--- src/rtl/axis_adder_tx_if.sv ---
// Operand-pair input and AXI4-Stream output bundle for axis_adder_tx.
// slave: the adder's view; master: the producer/sink environment view.
interface axis_adder_tx_if #(
  parameter int DATA_WIDTH = 8,
  parameter int KEEP_WIDTH = (DATA_WIDTH + 7) / 8,
  parameter int USER_WIDTH = 1,
  parameter int c_WIDTH    = 4
);
  logic [c_WIDTH-1:0]    value_a;
  logic [c_WIDTH-1:0]    value_b;
  logic                  in_valid;
  logic                  in_last;
  logic                  in_ready;
  logic [DATA_WIDTH-1:0] m_axis_tdata;
  logic [KEEP_WIDTH-1:0] m_axis_tkeep;
  logic                  m_axis_tvalid;
  logic                  m_axis_tready;
  logic                  m_axis_tlast;
  logic [USER_WIDTH-1:0] m_axis_tuser;

  modport slave (
    input  value_a,
    input  value_b,
    input  in_valid,
    input  in_last,
    output in_ready,
    output m_axis_tdata,
    output m_axis_tkeep,
    output m_axis_tvalid,
    input  m_axis_tready,
    output m_axis_tlast,
    output m_axis_tuser
  );

  modport master (
    output value_a,
    output value_b,
    output in_valid,
    output in_last,
    input  in_ready,
    input  m_axis_tdata,
    input  m_axis_tkeep,
    input  m_axis_tvalid,
    output m_axis_tready,
    input  m_axis_tlast,
    input  m_axis_tuser
  );
endinterface

--- src/rtl/axis_adder_tx.sv ---
// Adds operand pairs and emits framed AXI4-Stream beats via a 2-entry skid.
// Ports: clk, rst (async active-low), io (pairs in / m_axis out), status.
module axis_adder_tx #(
  parameter int DATA_WIDTH = 8,
  parameter int KEEP_WIDTH = (DATA_WIDTH + 7) / 8,
  parameter int USER_WIDTH = 1,
  parameter int c_WIDTH    = 4,
  parameter int FRAME_LEN  = 4
) (
  input  logic                clk,
  input  logic                rst,
  axis_adder_tx_if.slave      io,
  output logic                status_frame_sent,
  output logic [15:0]         frame_count
);

  localparam int BW = (FRAME_LEN > 1) ? $clog2(FRAME_LEN) : 1;
  localparam logic [BW-1:0] LAST_IDX = BW'(FRAME_LEN - 1);

  typedef enum logic [1:0] {
    S_EMPTY,
    S_ONE,
    S_TWO
  } state_e;

  typedef struct packed {
    logic [DATA_WIDTH-1:0] data;
    logic                  last;
    logic [USER_WIDTH-1:0] user;
  } beat_t;

  state_e          state_q, state_d;
  beat_t           out_q, out_d;
  beat_t           skid_q, skid_d;
  logic [BW-1:0]   cnt_q, cnt_d;
  logic            carry_q, carry_d;
  logic            rdy_q, rdy_d;
  logic            vld_q, vld_d;
  logic            sent_q, sent_d;
  logic [15:0]     fcnt_q, fcnt_d;

  logic [c_WIDTH:0] sum;
  logic             closes;
  logic             accept;
  logic             out_hs;
  beat_t            new_beat;

  assign accept = io.in_valid & rdy_q;
  assign out_hs = vld_q & io.m_axis_tready;

  always_comb begin
    sum      = {1'b0, io.value_a} + {1'b0, io.value_b};
    closes   = (cnt_q == LAST_IDX) | io.in_last;
    new_beat = '0;
    new_beat.data = DATA_WIDTH'(sum);
    new_beat.last = closes;
    // Frame carry is reported only on the closing beat.
    new_beat.user[0] = closes & (carry_q | sum[c_WIDTH]);
  end

  always_comb begin
    cnt_d   = cnt_q;
    carry_d = carry_q;
    if (accept) begin
      if (closes) begin
        cnt_d   = '0;
        carry_d = 1'b0;
      end else begin
        cnt_d   = cnt_q + BW'(1);
        carry_d = carry_q | sum[c_WIDTH];
      end
    end
  end

  always_comb begin
    state_d = state_q;
    out_d   = out_q;
    skid_d  = skid_q;
    unique case (state_q)
      S_EMPTY: begin
        if (accept) begin
          state_d = S_ONE;
          out_d   = new_beat;
        end
      end
      S_ONE: begin
        unique case (1'b1)
          (accept & ~out_hs): begin
            state_d = S_TWO;
            skid_d  = new_beat;
          end
          (~accept & out_hs): begin
            state_d = S_EMPTY;
            out_d   = '0;
          end
          (accept & out_hs): begin
            out_d = new_beat;
          end
          default: ;
        endcase
      end
      S_TWO: begin
        if (out_hs) begin
          state_d = S_ONE;
          out_d   = skid_q;
          skid_d  = '0;
        end
      end
      default: begin
        state_d = S_EMPTY;
        out_d   = '0;
        skid_d  = '0;
      end
    endcase
  end

  // Ready and valid are derived from the next state so both are flops.
  always_comb begin
    rdy_d  = (state_d != S_TWO);
    vld_d  = (state_d != S_EMPTY);
    sent_d = out_hs & out_q.last;
    fcnt_d = fcnt_q + 16'(out_hs & out_q.last);
  end

  always_ff @(posedge clk or negedge rst) begin
    if (!rst) begin
      state_q <= S_EMPTY;
      out_q   <= '0;
      skid_q  <= '0;
      cnt_q   <= '0;
      carry_q <= 1'b0;
      rdy_q   <= 1'b0;
      vld_q   <= 1'b0;
      sent_q  <= 1'b0;
      fcnt_q  <= '0;
    end else begin
      state_q <= state_d;
      out_q   <= out_d;
      skid_q  <= skid_d;
      cnt_q   <= cnt_d;
      carry_q <= carry_d;
      rdy_q   <= rdy_d;
      vld_q   <= vld_d;
      sent_q  <= sent_d;
      fcnt_q  <= fcnt_d;
    end
  end

  assign io.in_ready      = rdy_q;
  assign io.m_axis_tdata  = out_q.data;
  assign io.m_axis_tkeep  = {KEEP_WIDTH{vld_q}};
  assign io.m_axis_tvalid = vld_q;
  assign io.m_axis_tlast  = out_q.last;
  assign io.m_axis_tuser  = out_q.user;
  assign status_frame_sent = sent_q;
  assign frame_count       = fcnt_q;

endmodule

--- src/flat_wrapper.sv ---
// flat-port wrapper written by rule: the top's interface ports become plain ports
module axis_adder_tx_flat 
#(
  parameter int DATA_WIDTH = 8,
  parameter int KEEP_WIDTH = (DATA_WIDTH + 7) / 8,
  parameter int USER_WIDTH = 1,
  parameter int c_WIDTH    = 4,
  parameter int FRAME_LEN  = 4
)
  (clk, rst, status_frame_sent, frame_count, io_value_a, io_value_b, io_in_valid, io_in_last, io_in_ready, io_m_axis_tdata, io_m_axis_tkeep, io_m_axis_tvalid, io_m_axis_tready, io_m_axis_tlast, io_m_axis_tuser);
  axis_adder_tx_if #(.DATA_WIDTH(DATA_WIDTH), .KEEP_WIDTH(KEEP_WIDTH), .USER_WIDTH(USER_WIDTH), .c_WIDTH(c_WIDTH)) io_i ();
  input  logic clk;
  input  logic rst;
  output logic status_frame_sent;
  output logic [15:0] frame_count;
  input wire logic [$bits(io_i.value_a)-1:0] io_value_a;
  input wire logic [$bits(io_i.value_b)-1:0] io_value_b;
  input wire logic [$bits(io_i.in_valid)-1:0] io_in_valid;
  input wire logic [$bits(io_i.in_last)-1:0] io_in_last;
  output wire logic [$bits(io_i.in_ready)-1:0] io_in_ready;
  output wire logic [$bits(io_i.m_axis_tdata)-1:0] io_m_axis_tdata;
  output wire logic [$bits(io_i.m_axis_tkeep)-1:0] io_m_axis_tkeep;
  output wire logic [$bits(io_i.m_axis_tvalid)-1:0] io_m_axis_tvalid;
  input wire logic [$bits(io_i.m_axis_tready)-1:0] io_m_axis_tready;
  output wire logic [$bits(io_i.m_axis_tlast)-1:0] io_m_axis_tlast;
  output wire logic [$bits(io_i.m_axis_tuser)-1:0] io_m_axis_tuser;
  assign io_i.value_a = io_value_a;
  assign io_i.value_b = io_value_b;
  assign io_i.in_valid = io_in_valid;
  assign io_i.in_last = io_in_last;
  assign io_in_ready = io_i.in_ready;
  assign io_m_axis_tdata = io_i.m_axis_tdata;
  assign io_m_axis_tkeep = io_i.m_axis_tkeep;
  assign io_m_axis_tvalid = io_i.m_axis_tvalid;
  assign io_i.m_axis_tready = io_m_axis_tready;
  assign io_m_axis_tlast = io_i.m_axis_tlast;
  assign io_m_axis_tuser = io_i.m_axis_tuser;
  axis_adder_tx #(.DATA_WIDTH(DATA_WIDTH), .KEEP_WIDTH(KEEP_WIDTH), .USER_WIDTH(USER_WIDTH), .c_WIDTH(c_WIDTH), .FRAME_LEN(FRAME_LEN)) u_core (.clk(clk), .rst(rst), .io(io_i), .status_frame_sent(status_frame_sent), .frame_count(frame_count));
endmodule
--- config.mk ---
export PLATFORM = sky130hd
export DESIGN_NAME = axis_adder_tx_flat
export DESIGN_NICKNAME = d
export VERILOG_FILES = /design/src/rtl/axis_adder_tx_if.sv /design/src/rtl/axis_adder_tx.sv /design/src/flat_wrapper.sv
export SDC_FILE = /design/constraint.sdc
export NUM_CORES = 1
export LEC_CHECK = 0
export CAP_MARGIN = 20
export CORE_MARGIN = 4
export CORE_UTILIZATION = 35
export CTS_BUF_LIST = sky130_fd_sc_hd__clkbuf_2 sky130_fd_sc_hd__clkbuf_4 sky130_fd_sc_hd__clkbuf_8
export CTS_CLUSTER_DIAMETER = 50
export DETAILED_ROUTE_END_ITERATION = 8
export PLACE_DENSITY = 0.58
export SYNTH_ARGS = -nofsm -noshare
export SYNTH_HDL_FRONTEND = slang
export SYNTH_SLANG_ARGS = --single-unit
--- constraint.sdc ---
create_clock -name clk -period 1.9 [get_ports clk]
set_input_delay 0.38 -clock clk [delete_from_list [all_inputs] [get_ports clk]]
set_output_delay 0.38 -clock clk [all_outputs]
set_load 0.01 [all_outputs]
==> impl_metrics.py <==
metrics = {
    "outcome": {
        "status": "complete, no violations",
    },
    "synthesis": {
        "netlist_top_cells_area": "dfrtp_1 49%, ha_1 5.9%, xnor2_1 5.5%, nand2_1 4.1%, o21ai_0 2.3%",
        "synth-adder-area-share_pct": 6.892,
        "synth-seq-cells": 38,
        "synth_compound_area_share_pct": 16.12,
        "ys_warn_count": 0,
        "async_flop_share_pct": 100.0,
        "synth_top_family_by_area": "compound AO/OA/AOI/OAI gates",
        "synth-xor-area-share_pct": 7.282,
        "synth_top_area_cell": "dfrtp_1",
        "synth_common_cells": "38 x dfrtp_1, 21 x nand2_1, 12 x xnor2_1",
        "ys_seq_area_share_pct": 49.41,
        "avgSynthCellArea_um2": 10.69,
        "synth_ff_type": "dfrtp_1",
        "synth_top_area_share_pct": 49.41,
        "synth.distinct_cells": 42,
        "yosys-mux-area-fraction_pct": 1.040,
        "synth_simple_gate_area_share_pct": 14.37,
        "syn_inst": 180,
        "synth_edf_count": 0,
        "yosysMostFrequentCell": "dfrtp_1",
        "syn_area_um2": 1924,
    },
    "cts": {
        "cts_buffers": 5,
        "cts_sinks": 38,
        "post_cts_buffers": 0,
        "htreeDepth": 2,
        "cts_root_buffer": "clkbuf_8",
        "clock_latency_ps": 290,
        "cts_tree": "yes",
        "clockBufferDepth": 2,
        "cts.clk_slew.worst_paths_ps": 70,
    },
    "grt": {
        "grt_pass1_vias": 1525,
        "antenna_found_initial": 0,
        "grtUsageTotal_pct": 13.31,
        "grt_max_degree": 20,
        "grt_pass1_wl_mm": 6.803,
        "overflow": 0,
    },
    "finish": {
        "stdcell_area_um2": 2705,
        "regArea_um2": 950.9,
        "diodes": 0,
        "area.growth.synth_to_final_pct": 40.57,
        "nFillCells": 505,
        "fin_nets": 268,
        "multi_input_area_um2": 925.9,
        "drive_gt1_share_pct": 20.41,
    },
    "floorplanning": {
        "core_um2": 5205,
        "ioPinCount": 43,
        "design.die.area_um2": 6749,
        "initial_utilization_pct": 36.97,
        "row_count": 26,
        "die_y_um": 82.15,
        "die_x_um": 82.15,
    },
    "worst_setup_path": {
        "slowest_stage": "clkdlybuf4s50_1",
        "critPathBufInv": 2,
        "crit_fanout": 3,
        "cp_slowest_stage_delay_ps": 480,
        "cp_data_arrival_time_ps": 2020,
        "path_delay_family": "buffers and inverters",
        "cp_data_required_time_ps": 2130,
        "timing.critical_path.to_type": "register",
        "critPathLaunchType": "input port",
        "worstPathCellList": "clkdlybuf4s50_1 -> inv_1 -> fa_2 -> nand2b_4 -> a31o_2 -> o21ai_2 -> a32o_2",
        "reg2reg_slack_ps": 280,
        "crit_type": "in -> reg",
    },
    "run": {
        "maxCapViolCount": 0,
    },
    "placed_design": {
        "io_buffers": 39,
        "routabilityCongestion": 0.8204,
        "hpwlAfterDp_mm": 3.209,
        "place_area_um2": 2552,
    },
    "timing": {
        "slew_viol_final": 0,
        "setup_violations": 0,
        "finalCritPeriodShare_pct": 94.08,
        "clock_skew_ps": 7.761,
        "fmax_ghz": 0.5595,
        "rsz0062_at_grt": "no",
        "hold_viol": 0,
        "period_needed_ps": 1787,
    },
    "power": {
        "total_power_w": 0.003467,
        "p_per_area_nw_per_um2": 1282,
        "leakagePower_nw": 1.258,
        "vdd_drop_max_uv": 676.4,
    },
    "route": {
        "dr_total_vias": 1544,
        "wl_mm": 4.168,
        "drt_iter0_drc": 47,
        "ant_nets": 0,
        "first_pass_iters": 4,
        "drc": 0,
        "routedWlPerCell_um": 13.23,
        "vias_per_cell": 4.902,
    },
    "hold_path": {
        "hold_path_class": "in -> async",
    },
}
[layout make-up]
type,count,area share [%]
tap,70,3.238
clock buffer,6,3.053
inverter,10,1.388
timing repair buffer,64,21.83
sequential,38,35.15
multi-input combinational,126,34.23
clock inverter,1,1.110
[state kept, by name (all words and copies together), names as in the netlist]
name                      cells
u_core.carry_q                1
u_core.io.m_axis_tdata        5
u_core.state_q                2
u_core.io.m_axis_tlast        1
u_core.io.m_axis_tuser        1
u_core.status_frame_sent      1
u_core.skid_q                 7
u_core.frame_count           16
u_core.cnt_q                  2
u_core.io.m_axis_tkeep        1
u_core.io.in_ready            1
[what timing repair did]
item	4_1_cts	5_1_grt
setup endpoints to repair	3	4
hold buffers	0	0
pin swaps	2	7
resized for setup	7	6
endpoints found under the hold margin	0	0
[kinds of logic after synthesis]
kind of cell	after synthesis
AO/OA/AOI/OAI	40
XOR/XNOR	16
adder cells (fa/ha/maj)	10
buffers and inverters	18
flip-flops	38
multiplexers	2
other	1
AND/OR/NAND/NOR	55
[final timing paths]
path                                   startpoint                     end  depth (start not counted)
min                                           rst   u_core.frame_count[4]                          1
max in group asynchronous                     rst        u_core.skid_q[1]                          2
max                                 io_value_b[1]  u_core.io.m_axis_tuser                          7
min in group clk           u_core.frame_count[15]  u_core.frame_count[15]                          1
max reg2reg                u_core.io.m_axis_tkeep  u_core.frame_count[10]                          6
min reg2reg                u_core.frame_count[15]  u_core.frame_count[15]                          1
[worst register-to-register path: cells and delay by family, from the launching register on]
| family | cells | cell delay [ps] |
|---|---|---|
| simple gates | 3 | 590 |
| flops | 1 | 430 |
| fa+ha+maj | 2 | 360 |
| xor+xnor | 1 | 140 |
[power by group]
group | internal, W | switching (W)
sequential | 0.00104 | 0.000211
clock | 0.000420 | 0.000272
combinational | 0.000804 | 0.000718
total | 0.00227 | 0.00120
[cells in the final DEF (no fill, tap or decap), drive strengths merged, types with 3 or more instances in the layout]
cell,Yosys,layout
nand2b,3,3
nand3,6,6
inv,10,10
o31ai,4,4
xnor2,12,12
xor2,4,4
nand2,22,22
a21oi,4,4
and4,3,3
o32ai,3,3
clkbuf,0,6
dfrtp,38,38
conb,1,3
ha,9,9
nor2,9,9
a22o,4,4
buf,8,26
o21ai,10,10
clkdlybuf4s50,0,36
and3,4,4
nor2b,3,3
[metal layers]
layer / global-route usage, % / vias up / part of all wire, %
li1: - / 758 / -
met1: 15.73 / 735 / 46
met2: 22.78 / 41 / 47
met3: 3.145 / 10 / 5.3
met4: 6.146 / 0 / 1.5
met5: 0 / - / 0
[through the flow]
step | std cells | hold slack, ps | worst slack (ps) | utilization (%) | TNS (ps)
2_1_floorplan | 182 | 84.41 | 195.1 | - | 0
3_3_place_gp | 308 | 352.1 | -316.2 | 49.04 | -3200
3_5_place_dp | 308 | 355.0 | -360.7 | 49.04 | -3522
4_1_cts | 315 | 39.87 | 33.46 | 51.71 | 0
5_1_grt | 315 | 52.37 | 3.495 | 51.97 | 0
6_report | 315 | 25.86 | 112.6 | 51.97 | 0
Power figures use the tool's default switching activity.
